$ cat src/rtl/io_uart_tx_controller.sv
// IOManager device slot: queues CPU-issued bytes in a small FIFO and serialises
// them as 8N1 UART on UART_TX, with an optional status word written back over IOIn.
module io_uart_tx_controller #(
  parameter int CLKDIV    = 217,
  parameter int FIFODEPTH = 4
) (
  input  logic        clk,
  input  logic        async_rst,
  input  logic        clk_en,
  output logic        IOOut_ACK,
  input  logic        IOOut_REQ,
  input  logic        IOOut_ResponseRequested,
  input  logic [3:0]  IOOut_DestReg,
  input  logic [15:0] IOOut_Data,
  input  logic        IOIn_ACK,
  output logic        IOIn_REQ,
  output logic        IOIn_RegResponseFlag,
  output logic        IOIn_MemResponseFlag,
  output logic [3:0]  IOIn_DestReg,
  output logic [15:0] IOIn_Data,
  output logic        UART_TX
);

  localparam int PTR_W = (FIFODEPTH > 1) ? $clog2(FIFODEPTH) : 1;
  localparam int TMR_W = (CLKDIV > 1) ? $clog2(CLKDIV) : 1;
  localparam logic [3:0]       DEPTH_C    = 4'(FIFODEPTH);
  localparam logic [TMR_W-1:0] TMR_RELOAD = TMR_W'(CLKDIV - 1);

  typedef enum logic [1:0] {
    S_IDLE  = 2'd0,
    S_START = 2'd1,
    S_DATA  = 2'd2,
    S_STOP  = 2'd3
  } tx_state_t;

  logic [7:0]       r_mem [FIFODEPTH];
  logic [PTR_W-1:0] r_wr_ptr;
  logic [PTR_W-1:0] r_rd_ptr;
  logic [3:0]       r_count;
  tx_state_t        r_state;
  logic [TMR_W-1:0] r_timer;
  logic [2:0]       r_bit_idx;
  logic [7:0]       r_shift;
  logic             r_uart_tx;
  logic             r_ioin_req;
  logic             r_ioin_reg_flag;
  logic [3:0]       r_ioin_dest;
  logic [15:0]      r_ioin_data;

  logic             w_accept;
  logic             w_push;
  logic             w_pop;
  logic             w_consume;
  logic             w_timer_zero;
  logic             w_frame_slot;
  logic             w_busy_next;
  logic [3:0]       w_count_next;
  logic             w_line_bit;
  logic             w_unused_data;

  // Reset is folded in so the slot never advertises readiness while held in reset.
  assign IOOut_ACK     = clk_en & async_rst & ~r_ioin_req & (r_count != DEPTH_C);
  assign w_accept      = clk_en & IOOut_REQ & IOOut_ACK;
  assign w_push        = w_accept & (IOOut_Data[15:14] == 2'b00);
  assign w_consume     = clk_en & r_ioin_req & IOIn_ACK;
  assign w_timer_zero  = (r_timer == TMR_W'(0));
  assign w_frame_slot  = (r_state == S_IDLE) | ((r_state == S_STOP) & w_timer_zero);
  assign w_pop         = clk_en & w_frame_slot & (r_count != 4'd0);
  assign w_busy_next   = w_frame_slot ? (r_count != 4'd0) : 1'b1;
  assign w_unused_data = ^IOOut_Data[13:8];

  assign IOIn_REQ             = r_ioin_req;
  assign IOIn_RegResponseFlag = r_ioin_reg_flag;
  assign IOIn_MemResponseFlag = 1'b0;
  assign IOIn_DestReg         = r_ioin_dest;
  assign IOIn_Data            = r_ioin_data;
  assign UART_TX              = r_uart_tx;

  // Next FIFO occupancy after this edge's push and pop.
  always_comb begin
    w_count_next = r_count;
    if (w_push && !w_pop) begin
      w_count_next = r_count + 4'd1;
    end else if (w_pop && !w_push) begin
      w_count_next = r_count - 4'd1;
    end else begin
      w_count_next = r_count;
    end
  end

  // Line level implied by the current FSM state; registered one edge later.
  always_comb begin
    w_line_bit = 1'b1;
    case (r_state)
      S_IDLE:  w_line_bit = 1'b1;
      S_START: w_line_bit = 1'b0;
      S_DATA:  w_line_bit = r_shift[0];
      S_STOP:  w_line_bit = 1'b1;
      default: w_line_bit = 1'b1;
    endcase
  end

  // FIFO storage; contents need no reset because Count gates every read.
  always_ff @(posedge clk) begin
    if (clk_en && w_push) begin
      r_mem[r_wr_ptr] <= IOOut_Data[7:0];
    end
  end

  // FIFO pointers and occupancy.
  always_ff @(posedge clk or negedge async_rst) begin
    if (!async_rst) begin
      r_wr_ptr <= PTR_W'(0);
      r_rd_ptr <= PTR_W'(0);
      r_count  <= 4'd0;
    end else if (clk_en) begin
      if (w_push) begin
        r_wr_ptr <= r_wr_ptr + PTR_W'(1);
      end
      if (w_pop) begin
        r_rd_ptr <= r_rd_ptr + PTR_W'(1);
      end
      r_count <= w_count_next;
    end
  end

  // Transmit FSM with bit timer, shift register and registered line output.
  always_ff @(posedge clk or negedge async_rst) begin
    if (!async_rst) begin
      r_state   <= S_IDLE;
      r_timer   <= TMR_W'(0);
      r_bit_idx <= 3'd0;
      r_shift   <= 8'd0;
      r_uart_tx <= 1'b1;
    end else if (clk_en) begin
      r_uart_tx <= w_line_bit;
      case (r_state)
        S_IDLE: begin
          if (r_count != 4'd0) begin
            r_shift <= r_mem[r_rd_ptr];
            r_timer <= TMR_RELOAD;
            r_state <= S_START;
          end
        end
        S_START: begin
          if (w_timer_zero) begin
            r_timer   <= TMR_RELOAD;
            r_bit_idx <= 3'd0;
            r_state   <= S_DATA;
          end else begin
            r_timer <= r_timer - TMR_W'(1);
          end
        end
        S_DATA: begin
          if (w_timer_zero) begin
            r_timer <= TMR_RELOAD;
            if (r_bit_idx == 3'd7) begin
              r_state <= S_STOP;
            end else begin
              r_shift   <= {1'b0, r_shift[7:1]};
              r_bit_idx <= r_bit_idx + 3'd1;
            end
          end else begin
            r_timer <= r_timer - TMR_W'(1);
          end
        end
        S_STOP: begin
          if (w_timer_zero) begin
            // Back-to-back frames: a queued byte goes straight into the next start bit.
            if (r_count != 4'd0) begin
              r_shift <= r_mem[r_rd_ptr];
              r_timer <= TMR_RELOAD;
              r_state <= S_START;
            end else begin
              r_state <= S_IDLE;
            end
          end else begin
            r_timer <= r_timer - TMR_W'(1);
          end
        end
        default: begin
          r_state <= S_IDLE;
          r_timer <= TMR_W'(0);
        end
      endcase
    end
  end

  // Writeback handshake: status captured on the accepting edge, held until consumed.
  always_ff @(posedge clk or negedge async_rst) begin
    if (!async_rst) begin
      r_ioin_req      <= 1'b0;
      r_ioin_reg_flag <= 1'b0;
      r_ioin_dest     <= 4'd0;
      r_ioin_data     <= 16'd0;
    end else if (clk_en) begin
      if (w_consume) begin
        r_ioin_req      <= 1'b0;
        r_ioin_reg_flag <= 1'b0;
      end else if (w_accept && IOOut_ResponseRequested) begin
        r_ioin_req      <= 1'b1;
        r_ioin_reg_flag <= 1'b1;
        r_ioin_dest     <= IOOut_DestReg;
        r_ioin_data     <= {11'd0, w_busy_next, w_count_next};
      end
    end
  end

endmodule

$ cat config.mk
export PLATFORM = sky130hd
export DESIGN_NAME = io_uart_tx_controller
export DESIGN_NICKNAME = d
export VERILOG_FILES = /design/src/rtl/io_uart_tx_controller.sv
export SDC_FILE = /design/constraint.sdc
export NUM_CORES = 1
export LEC_CHECK = 0
export CORE_MARGIN = 1
export CORE_UTILIZATION = 50
export CTS_BUF_LIST = sky130_fd_sc_hd__clkbuf_4 sky130_fd_sc_hd__clkbuf_8
export CTS_CLUSTER_DIAMETER = 40
export CTS_CLUSTER_SIZE = 25
export DETAILED_ROUTE_END_ITERATION = 10
export PLACE_DENSITY = 0.77
export SYNTH_ARGS = -nofsm -noshare
export SYNTH_HDL_FRONTEND = slang
export SYNTH_SLANG_ARGS = --single-unit
$ cat constraint.sdc
create_clock -name clk -period 2.4 [get_ports clk]
set_clock_uncertainty 0.2 [all_clocks]
set_input_delay 0.48 -clock clk [delete_from_list [all_inputs] [get_ports clk]]
set_output_delay 0.48 -clock clk [all_outputs]
set_load 0.01 [all_outputs]
==> qor.yml <==
grt_use_total_pct: 20.7
clk_latency_ns: 0.35
die_w_um: 86.9
async_flop_share_pct: 55.6
htreeDepth: 3
fin_crit_ns: 2.34
yosysSeqAreaShare_pct: 54.4
cp-end-kind: "register"
drv_slew: 0
area_growth_pct: 25.5
synth-seq-cells: 72
drtPass1Iterations: 4
nets: 414
final_antenna_net_count: 0
grt_pass1_vias: 2478
cp_cell_sequence: "clkdlybuf4s50_1 > nand4b_1 > nor4_4 > buf_6 > buf_2 > and2_1 > buf_4"
startpoint_type: "primary input"
critPathMaxFanout: 5
cts_root_buf: "clkbuf_8"
synthesis.area_mm2: 0.00361
synth_cells: 306
slowest_stage: "clkdlybuf4s50_1"
cts.clk_slew.worst_paths_ns: 0.08
synth.avg_cell_area_um2: 11.8
place_area_mm2: 0.00421
die-area_mm2: 0.00756
cts_buffers: 9
remaining_drc_errors: 0
hp-class: "in -> async"
nFillCells: 515
fin_tns_setup_ns: 0
io-pin-count: 51
required_ns: 2.28
gp_congestion: 0.817
path_class: "in -> reg"
hpwl_um: 5020
critPathMaxStageDelay_ns: 0.51
design_area_mm2: 0.00453
start_util_pct: 52.5
cts_tree: "yes"
diodes: 0
path_delay_family: "buffers and inverters"
critPathArrivalTime_ns: 2.21
ir_drop_uv: 733
drive_gt1_share_pct: 23.5
status: "finished clean"
routed_via_density: 5.40
row_count: 30
cts_sinks: 72
finalCritPeriodShare_pct: 97.3
synthDistinctLibCells: 55
cp.buffers_inverters: 4
p_leak_nw: 1.96
yosys_warnings: 0
die_h_um: 86.9
coreArea_mm2: 0.00687
io_buffers: 32
ys.flop_type: "dfrtp_1"
wire_per_inst_um: 15.4
cts_buffer_depth: 2
vias: 2565
setup_viol_count_final: 0
grt_start_max_net_pins: 16
drt-total-wl_um: 7320
final_hold_viol_count: 0
grt_overflow_total: 0
drv_cap: 0
antenna_found_initial: 0
synth-edff-count: 32
fmax_mhz: 428
first_iter_violations: 152
grt_pass1_wl_um: 11800
p_per_area_mw_per_mm2: 921
-- flip-flops by register name, summed over array words and instances (netlist names) --
| signal | flops |
|---|---|
| r_mem | 32 |
| r_shift | 8 |
| r_timer | 8 |
| IOIn_Data | 5 |
| IOIn_DestReg | 4 |
| r_count | 4 |
| r_bit_idx | 3 |
| r_rd_ptr | 2 |
| r_state | 2 |
| r_wr_ptr | 2 |
| IOIn_RegResponseFlag | 1 |
| UART_TX | 1 |
-- power breakdown --
| group | switching, mW | internal, mW | total, mW |
|---|---|---|---|
| clock network | 0.514 | 0.503 | 1.02 |
| logic | 0.747 | 0.739 | 1.49 |
| registers | 0.171 | 1.50 | 1.67 |
| total | 1.43 | 2.74 | 4.17 |
-- cell usage in the layout (no fill, tap or decap), drive strengths merged, types with 3 or more instances in the layout --
cell type / instances
clkbuf: 9
nor3b: 3
edfxtp: 32
dfrtp: 39
buf: 39
clkdlybuf4s50: 30
nor2: 10
a21oi: 9
conb: 12
and2: 5
nand2: 56
mux2i: 4
xnor2: 6
ha: 14
o21ai: 16
mux2: 9
nand3: 4
inv: 18
mux4: 8
o211ai: 3
nor3: 8
or3: 3
-- worst register-to-register path, cell delays in order, from the launching register on --
cell      delay [ns]
dfrtp_1         0.39
inv_1           0.09
ha_4            0.16
or3b_2          0.46
buf_4           0.18
o221ai_2        0.19
buf_6           0.17
mux2_2          0.34
-- stage by stage --
stage | std cells | hold slack, ns | util [%] | power [mW] | setup WS [ns]
after detailed placement | 454 | 0.263 | 61.3 | 3.10 | -0.129
after global placement | 454 | 0.254 | 61.3 | 3.03 | -0.104
final | 475 | 0.0581 | 65.9 | 4.17 | 0.0639
after CTS | 471 | 0.283 | 64.6 | 4.13 | 0.00168
after floorplan | 317 | -0.0156 | - | 2.62 | 0.0273
after global routing | 475 | 0.0673 | 65.9 | 4.43 | -0.0334
-- logic make-up after synthesis --
kind of cell / after synthesis / share of synthesized area, %
buf+inv: 39 / 5.76
xor+xnor: 8 / 1.94
simple gates: 101 / 13.7
other cells: 1 / 0.104
mux: 21 / 8.92
fa+ha+maj: 14 / 4.86
compound gates: 50 / 10.3
flops: 72 / 54.4
-- Yosys cell counts (2+ instances only) --
| master | instances | share of area, % |
|---|---|---|
| or3_1 | 3 | 0.52 |
| ha_1 | 14 | 4.9 |
| o211a_1 | 2 | 0.56 |
| mux2_2 | 9 | 2.8 |
| edfxtp_1 | 32 | 27 |
| nor3_1 | 8 | 1.1 |
| inv_1 | 14 | 1.5 |
| mux2i_1 | 4 | 1.1 |
| dfrtp_1 | 39 | 27 |
| buf_4 | 13 | 2.7 |
| and2_1 | 4 | 0.69 |
| nor3b_1 | 3 | 0.62 |
| mux4_2 | 8 | 5.0 |
| xor2_1 | 2 | 0.49 |
| nand3_1 | 4 | 0.56 |
| o211ai_1 | 2 | 0.42 |
| and3_1 | 2 | 0.35 |
| nor2_1 | 10 | 1.0 |
| clkbuf_1 | 7 | 0.73 |
| o21ai_0 | 16 | 2.2 |
| nand4_1 | 2 | 0.35 |
| buf_2 | 4 | 0.56 |
| o32a_1 | 2 | 0.56 |
| xnor2_1 | 6 | 1.5 |
| a21oi_1 | 9 | 1.2 |
| o21a_1 | 2 | 0.42 |
| a22oi_1 | 2 | 0.42 |
| nand2_1 | 56 | 5.8 |
-- per-layer routing --
| layer | routed length (um) | up-vias | track usage [%] |
|---|---|---|---|
| met5 | 0 | - | 0 |
| met4 | 112 | 0 | 8.18 |
| met3 | 323 | 12 | 3.98 |
| met2 | 3800 | 70 | 34.1 |
| met1 | 3080 | 1274 | 27.2 |
| li1 | - | 1209 | - |
-- final timing paths --
kind	from	end	slack [ns]	depth (start not counted)
setup / recovery	clk_en	r_mem[3][2]	0.06	7
max in group asynchronous	async_rst	UART_TX	1.68	3
hold / removal	async_rst	IOIn_Data[0]	0.06	3
hold reg to reg	IOIn_Data[4]	IOIn_Data[4]	0.28	2
min in group clk	IOIn_Data[4]	IOIn_Data[4]	0.28	2
setup reg to reg	r_count[0]	r_shift[0]	0.10	7
-- final cells by class --
type | count | area (um2) | share of cell area (%)
Clock buffer | 9 | 124 | 2.74
Clock inverter | 7 | 86.3 | 1.91
Inverter | 14 | 52.6 | 1.16
Multi-Input combinational cell | 206 | 1520 | 33.5
Sequential cell | 72 | 1960 | 43.4
Tap cell | 96 | 120 | 2.65
Timing Repair Buffer | 71 | 663 | 14.6
-- what timing repair did --
item,4_1_cts,5_1_grt
endpoints found under the hold margin,39,0
pin swaps,1,5
hold buffers,1,0
buffers inserted,0,4
gates resized for setup,5,14
cloned,0,0
setup endpoints to repair,2,13
No activity file was read; power rests on OpenSTA's default activity.
